===== config.mk =====
export PLATFORM = sky130hd
export DESIGN_NAME = yags_update_scheduler_flat
export DESIGN_NICKNAME = d
export VERILOG_FILES = /design/src/rtl/yags_update_scheduler_if.sv /design/src/rtl/yags_update_scheduler.sv /design/src/flat_wrapper.sv
export SDC_FILE = /design/constraint.sdc
export NUM_CORES = 1
export LEC_CHECK = 0
export CORE_MARGIN = 5
export CORE_UTILIZATION = 30
export CTS_CLUSTER_DIAMETER = 40
export DETAILED_ROUTE_END_ITERATION = 16
export GPL_ROUTABILITY_DRIVEN = 0
export PLACE_DENSITY = 0.5
export SYNTH_ARGS = -nofsm -noshare
export SYNTH_HDL_FRONTEND = slang
export SYNTH_SLANG_ARGS = --single-unit

===== constraint.sdc =====
create_clock -name clk -period 6.5 [get_ports clk]
set_clock_uncertainty 0.15 [all_clocks]
set_input_delay 1.95 -clock clk [delete_from_list [all_inputs] [get_ports clk]]
set_output_delay 1.95 -clock clk [all_outputs]
set_load 0.005 [all_outputs]

===== src/rtl/yags_update_scheduler_if.sv =====
// ----------------------------------------------------------------------------
// yags_update_scheduler_if
//
// Bundles the two buses of the YAGS update scheduler:
//   - resolution channel from execute (valid/ready handshake)
//       res_valid, res_ready, res_pc, res_history, res_taken,
//       res_mispredict, res_counter
//   - PHT update port
//       pht_update, pht_miss_predict, pht_address, pht_history,
//       pht_actual_prediction
//
// Modports:
//   slave  : the scheduler (consumes resolutions, drives the PHT port)
//   master : the surrounding pipeline (produces resolutions, observes PHT port)
// ----------------------------------------------------------------------------
interface yags_update_scheduler_if #(
  parameter int GHR_SIZE = 10,
  parameter int PC_SIZE  = 10
);

  // Resolution channel
  logic                res_valid;
  logic                res_ready;
  logic [PC_SIZE-1:0]  res_pc;
  logic [GHR_SIZE-1:0] res_history;
  logic                res_taken;
  logic                res_mispredict;
  logic [1:0]          res_counter;

  // PHT update port
  logic                pht_update;
  logic                pht_miss_predict;
  logic [PC_SIZE-1:0]  pht_address;
  logic [GHR_SIZE-1:0] pht_history;
  logic [1:0]          pht_actual_prediction;

  modport slave (
    input  res_valid, res_pc, res_history, res_taken, res_mispredict, res_counter,
    output res_ready,
    output pht_update, pht_miss_predict, pht_address, pht_history,
           pht_actual_prediction
  );

  modport master (
    output res_valid, res_pc, res_history, res_taken, res_mispredict, res_counter,
    input  res_ready,
    input  pht_update, pht_miss_predict, pht_address, pht_history,
           pht_actual_prediction
  );

endinterface


===== src/rtl/yags_update_scheduler.sv =====
// ----------------------------------------------------------------------------
// yags_update_scheduler
//
// Sequences updates into the YAGS direction PHT and owns the speculative
// global history register used at fetch.
//   - Resolutions from execute are queued in an in-order FIFO and drained into
//     the PHT update port, at most one per cycle.
//   - An update whose PC collides with a same-cycle PHT lookup is deferred, but
//     never for more than MAX_DEFER consecutive cycles.
//   - A mispredict restores the GHR from the resolution's snapshot and marks it
//     invalid for RECOVER_CYCLES cycles.
//
// Ports:
//   clk, rst               clock (rising edge), synchronous active-high reset
//   pred_valid, pred_taken fetch-time prediction shifting into the GHR
//   rd_valid, rd_address   PHT lookup happening this cycle
//   ghr, ghr_valid         speculative history and its validity
//   bus (slave)            resolution handshake in, PHT update port out
// ----------------------------------------------------------------------------
module yags_update_scheduler #(
  parameter int GHR_SIZE       = 10,
  parameter int PC_SIZE        = 10,
  parameter int FIFO_DEPTH     = 4,
  parameter int MAX_DEFER      = 3,
  parameter int RECOVER_CYCLES = 2
) (
  input  logic                clk,
  input  logic                rst,
  input  logic                pred_valid,
  input  logic                pred_taken,
  input  logic                rd_valid,
  input  logic [PC_SIZE-1:0]  rd_address,
  output logic [GHR_SIZE-1:0] ghr,
  output logic                ghr_valid,
  yags_update_scheduler_if.slave bus
);

  localparam int PTR_W = (FIFO_DEPTH > 1) ? $clog2(FIFO_DEPTH) : 1;
  localparam int CNT_W = $clog2(FIFO_DEPTH) + 1;
  localparam int DEF_W = (MAX_DEFER > 0) ? $clog2(MAX_DEFER + 1) : 1;
  localparam int REC_W = (RECOVER_CYCLES > 1) ? $clog2(RECOVER_CYCLES) : 1;

  typedef enum logic {
    RUN,
    RECOVER
  } state_t;

  typedef struct packed {
    logic [PC_SIZE-1:0]  pc;
    logic [GHR_SIZE-1:0] history;
    logic                mispredict;
    logic [1:0]          counter;
  } entry_t;

  // 2-bit saturating counter update.
  function automatic logic [1:0] sat_update(input logic [1:0] ctr, input logic taken);
    logic [1:0] res;
    if (taken) res = (ctr == 2'd3) ? 2'd3 : ctr + 2'd1;
    else       res = (ctr == 2'd0) ? 2'd0 : ctr - 2'd1;
    return res;
  endfunction

  function automatic logic [PTR_W-1:0] ptr_inc(input logic [PTR_W-1:0] p);
    return (p == PTR_W'(FIFO_DEPTH - 1)) ? '0 : p + PTR_W'(1);
  endfunction

  // --------------------------------------------------------------------------
  // State
  // --------------------------------------------------------------------------
  state_t              state_q,     state_d;
  logic [REC_W-1:0]    rec_cnt_q,   rec_cnt_d;
  logic [GHR_SIZE-1:0] ghr_q,       ghr_d;
  logic [PTR_W-1:0]    wr_ptr_q,    wr_ptr_d;
  logic [PTR_W-1:0]    rd_ptr_q,    rd_ptr_d;
  logic [CNT_W-1:0]    count_q,     count_d;
  logic [DEF_W-1:0]    defer_cnt_q, defer_cnt_d;

  logic                pht_update_q,       pht_update_d;
  logic                pht_miss_predict_q, pht_miss_predict_d;
  logic [PC_SIZE-1:0]  pht_address_q,      pht_address_d;
  logic [GHR_SIZE-1:0] pht_history_q,      pht_history_d;
  logic [1:0]          pht_actual_q,       pht_actual_d;

  entry_t mem_q [FIFO_DEPTH];

  // --------------------------------------------------------------------------
  // Combinational control
  // --------------------------------------------------------------------------
  logic   res_ready;
  logic   accept;
  logic   accept_mp;
  logic   not_empty;
  logic   defer;
  logic   issue;
  entry_t head;
  entry_t push_entry;

  always_comb begin
    // NOTE: every signal gets a default before any branch so no latch is inferred.
    res_ready  = (count_q < CNT_W'(FIFO_DEPTH));
    accept     = bus.res_valid && res_ready;
    accept_mp  = accept && bus.res_mispredict;
    not_empty  = (count_q != '0);
    head       = mem_q[rd_ptr_q];

    // A lookup of the same PC this cycle wins the PHT port, until the deferral
    // budget runs out and the head is forced through.
    defer = not_empty && rd_valid && (rd_address == head.pc) &&
            (defer_cnt_q < DEF_W'(MAX_DEFER));
    issue = not_empty && !defer;

    push_entry.pc         = bus.res_pc;
    push_entry.history    = bus.res_history;
    push_entry.mispredict = bus.res_mispredict;
    push_entry.counter    = sat_update(bus.res_counter, bus.res_taken);

    wr_ptr_d = accept ? ptr_inc(wr_ptr_q) : wr_ptr_q;
    rd_ptr_d = issue  ? ptr_inc(rd_ptr_q) : rd_ptr_q;

    count_d = count_q;
    case ({accept, issue})
      2'b10:   count_d = count_q + CNT_W'(1);
      2'b01:   count_d = count_q - CNT_W'(1);
      default: count_d = count_q;
    endcase

    defer_cnt_d = defer_cnt_q;
    if (defer)      defer_cnt_d = defer_cnt_q + DEF_W'(1);
    else if (issue) defer_cnt_d = '0;

    // PHT outputs are loaded from the head on issue and otherwise hold.
    pht_update_d       = issue;
    pht_miss_predict_d = pht_miss_predict_q;
    pht_address_d      = pht_address_q;
    pht_history_d      = pht_history_q;
    pht_actual_d       = pht_actual_q;
    if (issue) begin
      pht_miss_predict_d = head.mispredict;
      pht_address_d      = head.pc;
      pht_history_d      = head.history;
      pht_actual_d       = head.counter;
    end
  end

  // --------------------------------------------------------------------------
  // Recovery FSM and GHR
  // --------------------------------------------------------------------------
  always_comb begin
    state_d   = state_q;
    rec_cnt_d = rec_cnt_q;
    ghr_d     = ghr_q;

    case (state_q)
      RUN: begin
        if (accept_mp) begin
          state_d   = RECOVER;
          rec_cnt_d = REC_W'(RECOVER_CYCLES - 1);
        end
      end
      RECOVER: begin
        // A fresh mispredict restarts the window rather than extending it.
        if (accept_mp) begin
          rec_cnt_d = REC_W'(RECOVER_CYCLES - 1);
        end else if (rec_cnt_q == '0) begin
          state_d = RUN;
        end else begin
          rec_cnt_d = rec_cnt_q - REC_W'(1);
        end
      end
      default: state_d = RUN;
    endcase

    // The snapshot already excludes the mispredicted branch, so append its
    // actual outcome; this overrides any same-cycle speculative shift.
    if (accept_mp) begin
      ghr_d = {bus.res_history[GHR_SIZE-2:0], bus.res_taken};
    end else if (state_q == RUN && pred_valid) begin
      ghr_d = {ghr_q[GHR_SIZE-2:0], pred_taken};
    end
  end

  // --------------------------------------------------------------------------
  // Registers
  // --------------------------------------------------------------------------
  always_ff @(posedge clk) begin
    // NOTE: sequential state uses non-blocking assignments so every flop
    // samples the pre-edge values regardless of statement order.
    if (rst) begin
      state_q            <= RUN;
      rec_cnt_q          <= '0;
      ghr_q              <= '0;
      wr_ptr_q           <= '0;
      rd_ptr_q           <= '0;
      count_q            <= '0;
      defer_cnt_q        <= '0;
      pht_update_q       <= 1'b0;
      pht_miss_predict_q <= 1'b0;
      pht_address_q      <= '0;
      pht_history_q      <= '0;
      pht_actual_q       <= '0;
    end else begin
      state_q            <= state_d;
      rec_cnt_q          <= rec_cnt_d;
      ghr_q              <= ghr_d;
      wr_ptr_q           <= wr_ptr_d;
      rd_ptr_q           <= rd_ptr_d;
      count_q            <= count_d;
      defer_cnt_q        <= defer_cnt_d;
      pht_update_q       <= pht_update_d;
      pht_miss_predict_q <= pht_miss_predict_d;
      pht_address_q      <= pht_address_d;
      pht_history_q      <= pht_history_d;
      pht_actual_q       <= pht_actual_d;
    end
  end

  // NOTE: FIFO storage is not reset; occupancy is tracked by count_q, so stale
  // slots are never read as valid.
  always_ff @(posedge clk) begin
    if (accept) begin
      mem_q[wr_ptr_q] <= push_entry;
    end
  end

  // --------------------------------------------------------------------------
  // Outputs
  // --------------------------------------------------------------------------
  assign ghr       = ghr_q;
  assign ghr_valid = (state_q == RUN);

  assign bus.res_ready             = res_ready;
  assign bus.pht_update            = pht_update_q;
  assign bus.pht_miss_predict      = pht_miss_predict_q;
  assign bus.pht_address           = pht_address_q;
  assign bus.pht_history           = pht_history_q;
  assign bus.pht_actual_prediction = pht_actual_q;

endmodule


===== src/flat_wrapper.sv =====
// flat-port wrapper written by rule: the top's interface ports become plain ports
module yags_update_scheduler_flat 
#(
  parameter int GHR_SIZE       = 10,
  parameter int PC_SIZE        = 10,
  parameter int FIFO_DEPTH     = 4,
  parameter int MAX_DEFER      = 3,
  parameter int RECOVER_CYCLES = 2
)
  (clk, rst, pred_valid, pred_taken, rd_valid, rd_address, ghr, ghr_valid, bus_res_valid, bus_res_pc, bus_res_history, bus_res_taken, bus_res_mispredict, bus_res_counter, bus_res_ready, bus_pht_update, bus_pht_miss_predict, bus_pht_address, bus_pht_history, bus_pht_actual_prediction);
  yags_update_scheduler_if #(.GHR_SIZE(GHR_SIZE), .PC_SIZE(PC_SIZE)) bus_i ();
  input  logic clk;
  input  logic rst;
  input  logic pred_valid;
  input  logic pred_taken;
  input  logic rd_valid;
  input  logic [PC_SIZE-1:0] rd_address;
  output logic [GHR_SIZE-1:0] ghr;
  output logic ghr_valid;
  input wire logic [$bits(bus_i.res_valid)-1:0] bus_res_valid;
  input wire logic [$bits(bus_i.res_pc)-1:0] bus_res_pc;
  input wire logic [$bits(bus_i.res_history)-1:0] bus_res_history;
  input wire logic [$bits(bus_i.res_taken)-1:0] bus_res_taken;
  input wire logic [$bits(bus_i.res_mispredict)-1:0] bus_res_mispredict;
  input wire logic [$bits(bus_i.res_counter)-1:0] bus_res_counter;
  output wire logic [$bits(bus_i.res_ready)-1:0] bus_res_ready;
  output wire logic [$bits(bus_i.pht_update)-1:0] bus_pht_update;
  output wire logic [$bits(bus_i.pht_miss_predict)-1:0] bus_pht_miss_predict;
  output wire logic [$bits(bus_i.pht_address)-1:0] bus_pht_address;
  output wire logic [$bits(bus_i.pht_history)-1:0] bus_pht_history;
  output wire logic [$bits(bus_i.pht_actual_prediction)-1:0] bus_pht_actual_prediction;
  assign bus_i.res_valid = bus_res_valid;
  assign bus_i.res_pc = bus_res_pc;
  assign bus_i.res_history = bus_res_history;
  assign bus_i.res_taken = bus_res_taken;
  assign bus_i.res_mispredict = bus_res_mispredict;
  assign bus_i.res_counter = bus_res_counter;
  assign bus_res_ready = bus_i.res_ready;
  assign bus_pht_update = bus_i.pht_update;
  assign bus_pht_miss_predict = bus_i.pht_miss_predict;
  assign bus_pht_address = bus_i.pht_address;
  assign bus_pht_history = bus_i.pht_history;
  assign bus_pht_actual_prediction = bus_i.pht_actual_prediction;
  yags_update_scheduler #(.GHR_SIZE(GHR_SIZE), .PC_SIZE(PC_SIZE), .FIFO_DEPTH(FIFO_DEPTH), .MAX_DEFER(MAX_DEFER), .RECOVER_CYCLES(RECOVER_CYCLES)) u_core (.clk(clk), .rst(rst), .pred_valid(pred_valid), .pred_taken(pred_taken), .rd_valid(rd_valid), .rd_address(rd_address), .ghr(ghr), .ghr_valid(ghr_valid), .bus(bus_i));
endmodule

* Word level (Yosys, flattened, before mapping) *
Memory sizes are Yosys's and may differ from the RTL's. A register that Yosys moved wholly into a read port is not among the register bits.
Cells that the tools add are included.

word-level totals
  register bits = 45
  output and inout port bits = 36
  word-level logic and storage cells = 66
  RAM bits = 92
  memories = 1
  bits of input ports = 40

memories
  memory        depth  width  rd ports  clocked after Yosys merged registers in  write ports  line                         text
  u_core.mem_q  4      23     1         1                                        1            yags_update_scheduler.sv:84  entry_t mem_q [FIFO_DEPTH];

cells by class
  mux-type cells = 22
  $add $sub $neg = 8
  eq/ne operators = 7
  bitwise gates (word level) = 1
  magnitude comparators = 2
  reduce and logical (&&, ||, !) cells = 13

operator list
  operator                                                               number
  10-bit two-way mux                                                     2
  2-bit two-way mux                                                      9
  10-bit equality test                                                   1
  2-bit by 1-bit adder with 2-bit output, second input constant          4
  2-bit equality test, second input constant                             4
  1-bit two-way mux                                                      8
  1-bit logical AND                                                      7
  3-bit case mux with 2 select lines                                     1
  2-bit nonzero test                                                     3
  1-bit case mux with 2 select lines                                     2
  3-bit by 1-bit adder with 3-bit output, second input constant          1
  3-bit less-than comparator, second input constant                      1
  3-bit nonzero test                                                     1
  3-bit by 1-bit subtractor with 3-bit output, second input constant     1
  2-bit by 1-bit equality test with 1-bit output, second input constant  1
  2-bit zero test                                                        1
  2-bit less-than comparator, second input constant                      1
  2-bit by 1-bit != test with 1-bit output, second input constant        1
  2-bit by 1-bit subtractor with 2-bit output, second input constant     1
  1-bit zero test                                                        1
  1-bit NOT                                                              1
  1-bit subtractor, second input constant                                1

* Logic depth before layout (Yosys ltp) *
  depth in word-level cells = 8
  mapped depth = 13
  depth with buffers taken out = 11

* Worst setup path before layout *
No wires, ideal clock.

  path kind = in2reg
  from = input rd_address[5]
  to = register u_core.count_q[2]
  slack = 2.378 ns
  buffers on the path = 0
  required time = 6.280 ns
  library setup time = 0.070 ns
  cell stages on the path = 10
  arrival time = 3.902 ns
  cells stage by stage = xor2_1 > and2_1 > o2111a_2 > nor2_1 > ha_1 > inv_1 > fa_1 > xor2_1 > or3_1 > a21oi_1

on the way
  longest elaborated chain between the ends = 7
  elaborated cells on any way between the ends = 9
  those cells by class = eq/ne (3); mux (1); reduce/logical (5)

RTL lines
  item                                                                                   line                          text
  start, declared                                                                        flat_wrapper.sv:17            input logic [PC_SIZE-1:0] rd_address;
  10-bit equality test *                                                                 yags_update_scheduler.sv:108  defer = not_empty && rd_valid && (rd_address == head.pc) &&
  1-bit logical AND * (2 in series)                                                      yags_update_scheduler.sv:108
  1-bit zero test *                                                                      yags_update_scheduler.sv:110  issue = not_empty && !defer;
  1-bit logical AND *                                                                    yags_update_scheduler.sv:110
  named net u_core.issue                                                                 yags_update_scheduler.sv:94   logic issue;
  2-bit by 1-bit equality test with 1-bit output or 2-bit equality test (tied branches)  yags_update_scheduler.sv:121  case ({accept, issue})
  3-bit case mux with 2 select lines or 2-bit nonzero test (tied branches)               --
  end signal, assigned                                                                   yags_update_scheduler.sv:207  count_q <= count_d;
  end, declared                                                                          yags_update_scheduler.sv:75   logic [CNT_W-1:0] count_q, count_d;

The timed path passes the listed nets; every way through them passes the cells marked *.
A chain may end at the register's enable or synchronous reset.

* Worst setup path in the final report *
  from = input rd_address[1]
  to = register u_core.count_q[2]

The elaborated chain is that of the path after synthesis.

==> results.tsv <==
stage	metric	value	unit
global_routing	met3 Use GR	0.0349	
run_status	outcome	completed	
clocking	CTS sink count	139	
critical_path	Worst setup SP type	primary input	
global_routing	vias in the first global route	3528	
critical_path	Worst Setup End Kind	register	
final_layout	n_diodes	0	
yosys	top cells by area, synth	edfxtp_1, dfxtp_1, mux4_2	
global_routing	antenna violations before repair	0	
clocking	Clock Tree Buf Depth	2	
yosys	flop and latch count out of synthesis	139	
floorplanning	starting density of the core	0.306	
route	vias per cell	4.81	
timing	setup TNS	0	ps
timing	Tcrit/Tclk final	0.726	
yosys	synthesized instance count	374	
yosys	asr flop ratio synth	0	
route	Routed wire per std cell	18.2	um
yosys	synth cell count leaders	edfxtp_1, dfxtp_1, a21oi_1, o21ai_0, nand3_1	
global_routing	busiest metal layer after global routing	met2	
floorplanning	die outline area	21100	sq um
global_routing	largest net degree at the start of global routing	44	
clocking	CTS Buf Count	17	
clocking	CTS resizes	0	
clocking	CTS root buffer	clkbuf_16	
pwr	Leak	2.41	nW
clocking	post-CTS setup buffers	0	
final_layout	P&R area growth vs syn	28.3	%
floorplanning	CORE AREA	18000	sq um
placed_design	post-DP HPWL	8500	um
route	drt pass-1 iters	4	
global_routing	met1 GRT Util	0.154	
yosys	Yosys top cell area share	0.503	
yosys	syn nets	422	
global_routing	met2 Usage GRT	0.205	
yosys	synthesized area	5490	sq um
timing	relative max-transition margin	0.331	
yosys	Top FF cell, synth	edfxtp_1	
pwr	VDD IR max	0.237	mV
clocking	Hold Buf Count CTS	0	
critical_path	Max FO, Critical Path	28	
route	Antenna Nets Post-Route	0	
placed_design	PortBufs	75	
route	DR vias	3339	
yosys	Synth cell types	38	
pwr	Power Dens Cells	411	nW/um^2
job	Max Cap Viol	0	
timing	fin. max-slew vios	0	
timing	Worst Tran Pin Value	1000	ps
timing	unrepaired setup endpoints after global routing	false	
clocking	TritonCTS clock tree	yes	
yosys	Seq/Total Area, Yosys	0.674	
global_routing	first-pass GRT wire length	20200	um
critical_path	Crit Path Category	in2reg	
yosys	warning count from the yosys run	0	
clocking	H-Tree Level Count	4	
timing	worst hold margin	304	ps
global_routing	GRT Total Usage	0.124	
hold_path	HP Class	reg2reg	
route	drc violations	0	
floorplanning	Rows	49	
floorplanning	die width	145	um
route	initial DRC count	206	
critical_path	WP data arrival	4910	ps
critical_path	Critical Path RT	6690	ps
final_layout	fin nets	501	
timing	Setup Viol. Count Final	0	
floorplanning	chip height	145	um
timing	Fin. Hold Viols	0	
clocking	Clock Latency Late Sink	420	ps
final_layout	layout cells sized above 1	0.131	
yosys	post-synth top area cell	edfxtp_1	
clocking	clock slew at reported path FFs	50	ps
route	WL final	12600	um
yosys	Post-synth EDFFs	92	
final_layout	Fillers	1688	
yosys	top-count cell post-synth	edfxtp_1	
timing	minimum clock period	4720	ps
floorplanning	Ports	76	
global_routing	gr ovfl total	0	
timing	f_max	212	MHz
yosys	syn avg cell area	14.7	sq um
## cell usage in the layout (no fill, tap or decap), types with 2 or more instances in the layout
| cell | synthesis | final |
|---|---|---|
| nand2_1 | 10 | 10 |
| dfxtp_2 | 0 | 2 |
| ha_1 | 7 | 7 |
| clkdlybuf4s50_1 | 0 | 74 |
| dfxtp_1 | 47 | 45 |
| mux4_2 | 20 | 20 |
| maj3_1 | 2 | 2 |
| or3_1 | 2 | 2 |
| a41o_1 | 2 | 2 |
| clkinv_1 | 0 | 3 |
| a21oi_1 | 29 | 29 |
| nand3_1 | 22 | 22 |
| clkbuf_16 | 0 | 18 |
| xor2_1 | 9 | 9 |
| nor3_1 | 3 | 2 |
| clkbuf_1 | 12 | 2 |
| inv_1 | 10 | 10 |
| clkinv_2 | 0 | 4 |
| clkbuf_8 | 0 | 2 |
| mux2i_1 | 18 | 18 |
| o211a_1 | 3 | 3 |
| buf_4 | 2 | 7 |
| xnor2_1 | 4 | 4 |
| nand2b_1 | 3 | 3 |
| nor2_1 | 19 | 19 |
| o21ai_0 | 23 | 23 |
| a211oi_1 | 10 | 10 |
| and2_1 | 5 | 5 |
| edfxtp_1 | 92 | 92 |
## final cells by class
type / count / area [sq um] / share of cell area
Tap cell: 229 / 287 / 0.0407
Clock inverter: 9 / 68.8 / 0.00977
Timing Repair Buffer: 82 / 798 / 0.113
Clock buffer: 22 / 485 / 0.0689
Inverter: 10 / 37.5 / 0.00533
Multi-Input combinational cell: 203 / 1660 / 0.236
Sequential cell: 139 / 3710 / 0.526
## critical path, stage by stage
cell and delay, ps:
clkdlybuf4s50_1 510, nand2b_1 120, mux2i_1 80, a2111oi_2 440, o2111a_2 610, nor2_1 190
ha_1 250, inv_1 70, fa_1 170, xor2_1 70, or3_1 310, a21oi_1 140
## flip-flops by register name, summed over array words and instances (netlist names), named ones only
name                              cells
u_core.mem_q                         92
u_core.bus.pht_address               10
u_core.bus.pht_history               10
u_core.ghr                           10
u_core.count_q                        3
u_core.bus.pht_actual_prediction      2
u_core.defer_cnt_q                    2
u_core.rd_ptr_q                       2
u_core.wr_ptr_q                       2
u_core.bus.pht_miss_predict           1
u_core.bus.pht_update                 1
u_core.rec_cnt_q                      1
u_core.state_q                        1
## worst paths after layout
path                       end  slack [ps]             start  cells after the start
min reg2reg   u_core.rec_cnt_q         300  u_core.rec_cnt_q                      2
min           u_core.rec_cnt_q         300  u_core.rec_cnt_q                      2
max          u_core.count_q[2]        1780     rd_address[1]                     12
max reg2reg  u_core.count_q[2]        2420          register                     12
## cell families after synthesis
family | after synthesis | share of synthesized area
AO/OA/AOI/OAI | 72 | 0.0791
adder cells (fa/ha/maj) | 10 | 0.0232
AND/OR/NAND/NOR | 70 | 0.0624
flip-flops | 139 | 0.674
multiplexers | 38 | 0.115
buffers and inverters | 32 | 0.0253
XOR/XNOR | 13 | 0.0207
## metrics by stage
| step | setup WS, ps | cells | util | instance area [sq um] | total power [mW] |
|---|---|---|---|---|---|
| floorplan | 2380 | 374 | - | 5490 | 1.67 |
| detailed placement | 1320 | 663 | 0.361 | 6490 | 2.04 |
| CTS | 1780 | 694 | 0.392 | 7040 | 2.93 |
| global placement | 1420 | 663 | 0.361 | 6490 | 2.02 |
| finish | 1780 | 694 | 0.392 | 7040 | 2.89 |
| global route | 1580 | 694 | 0.392 | 7040 | 3.06 |
## metal layers
metal	wire length [um]	part of all wire
met3	647	0.051
met1	5460	0.43
met5	0	0
met2	6350	0.50
met4	159	0.013
## power by group
| group | total (mW) | switching, mW | internal, mW |
|---|---|---|---|
| sequential | 1.22 | 0.116 | 1.10 |
| combinational | 0.781 | 0.386 | 0.395 |
| clock | 0.893 | 0.334 | 0.559 |
No activity file was read; power rests on OpenSTA's default activity.
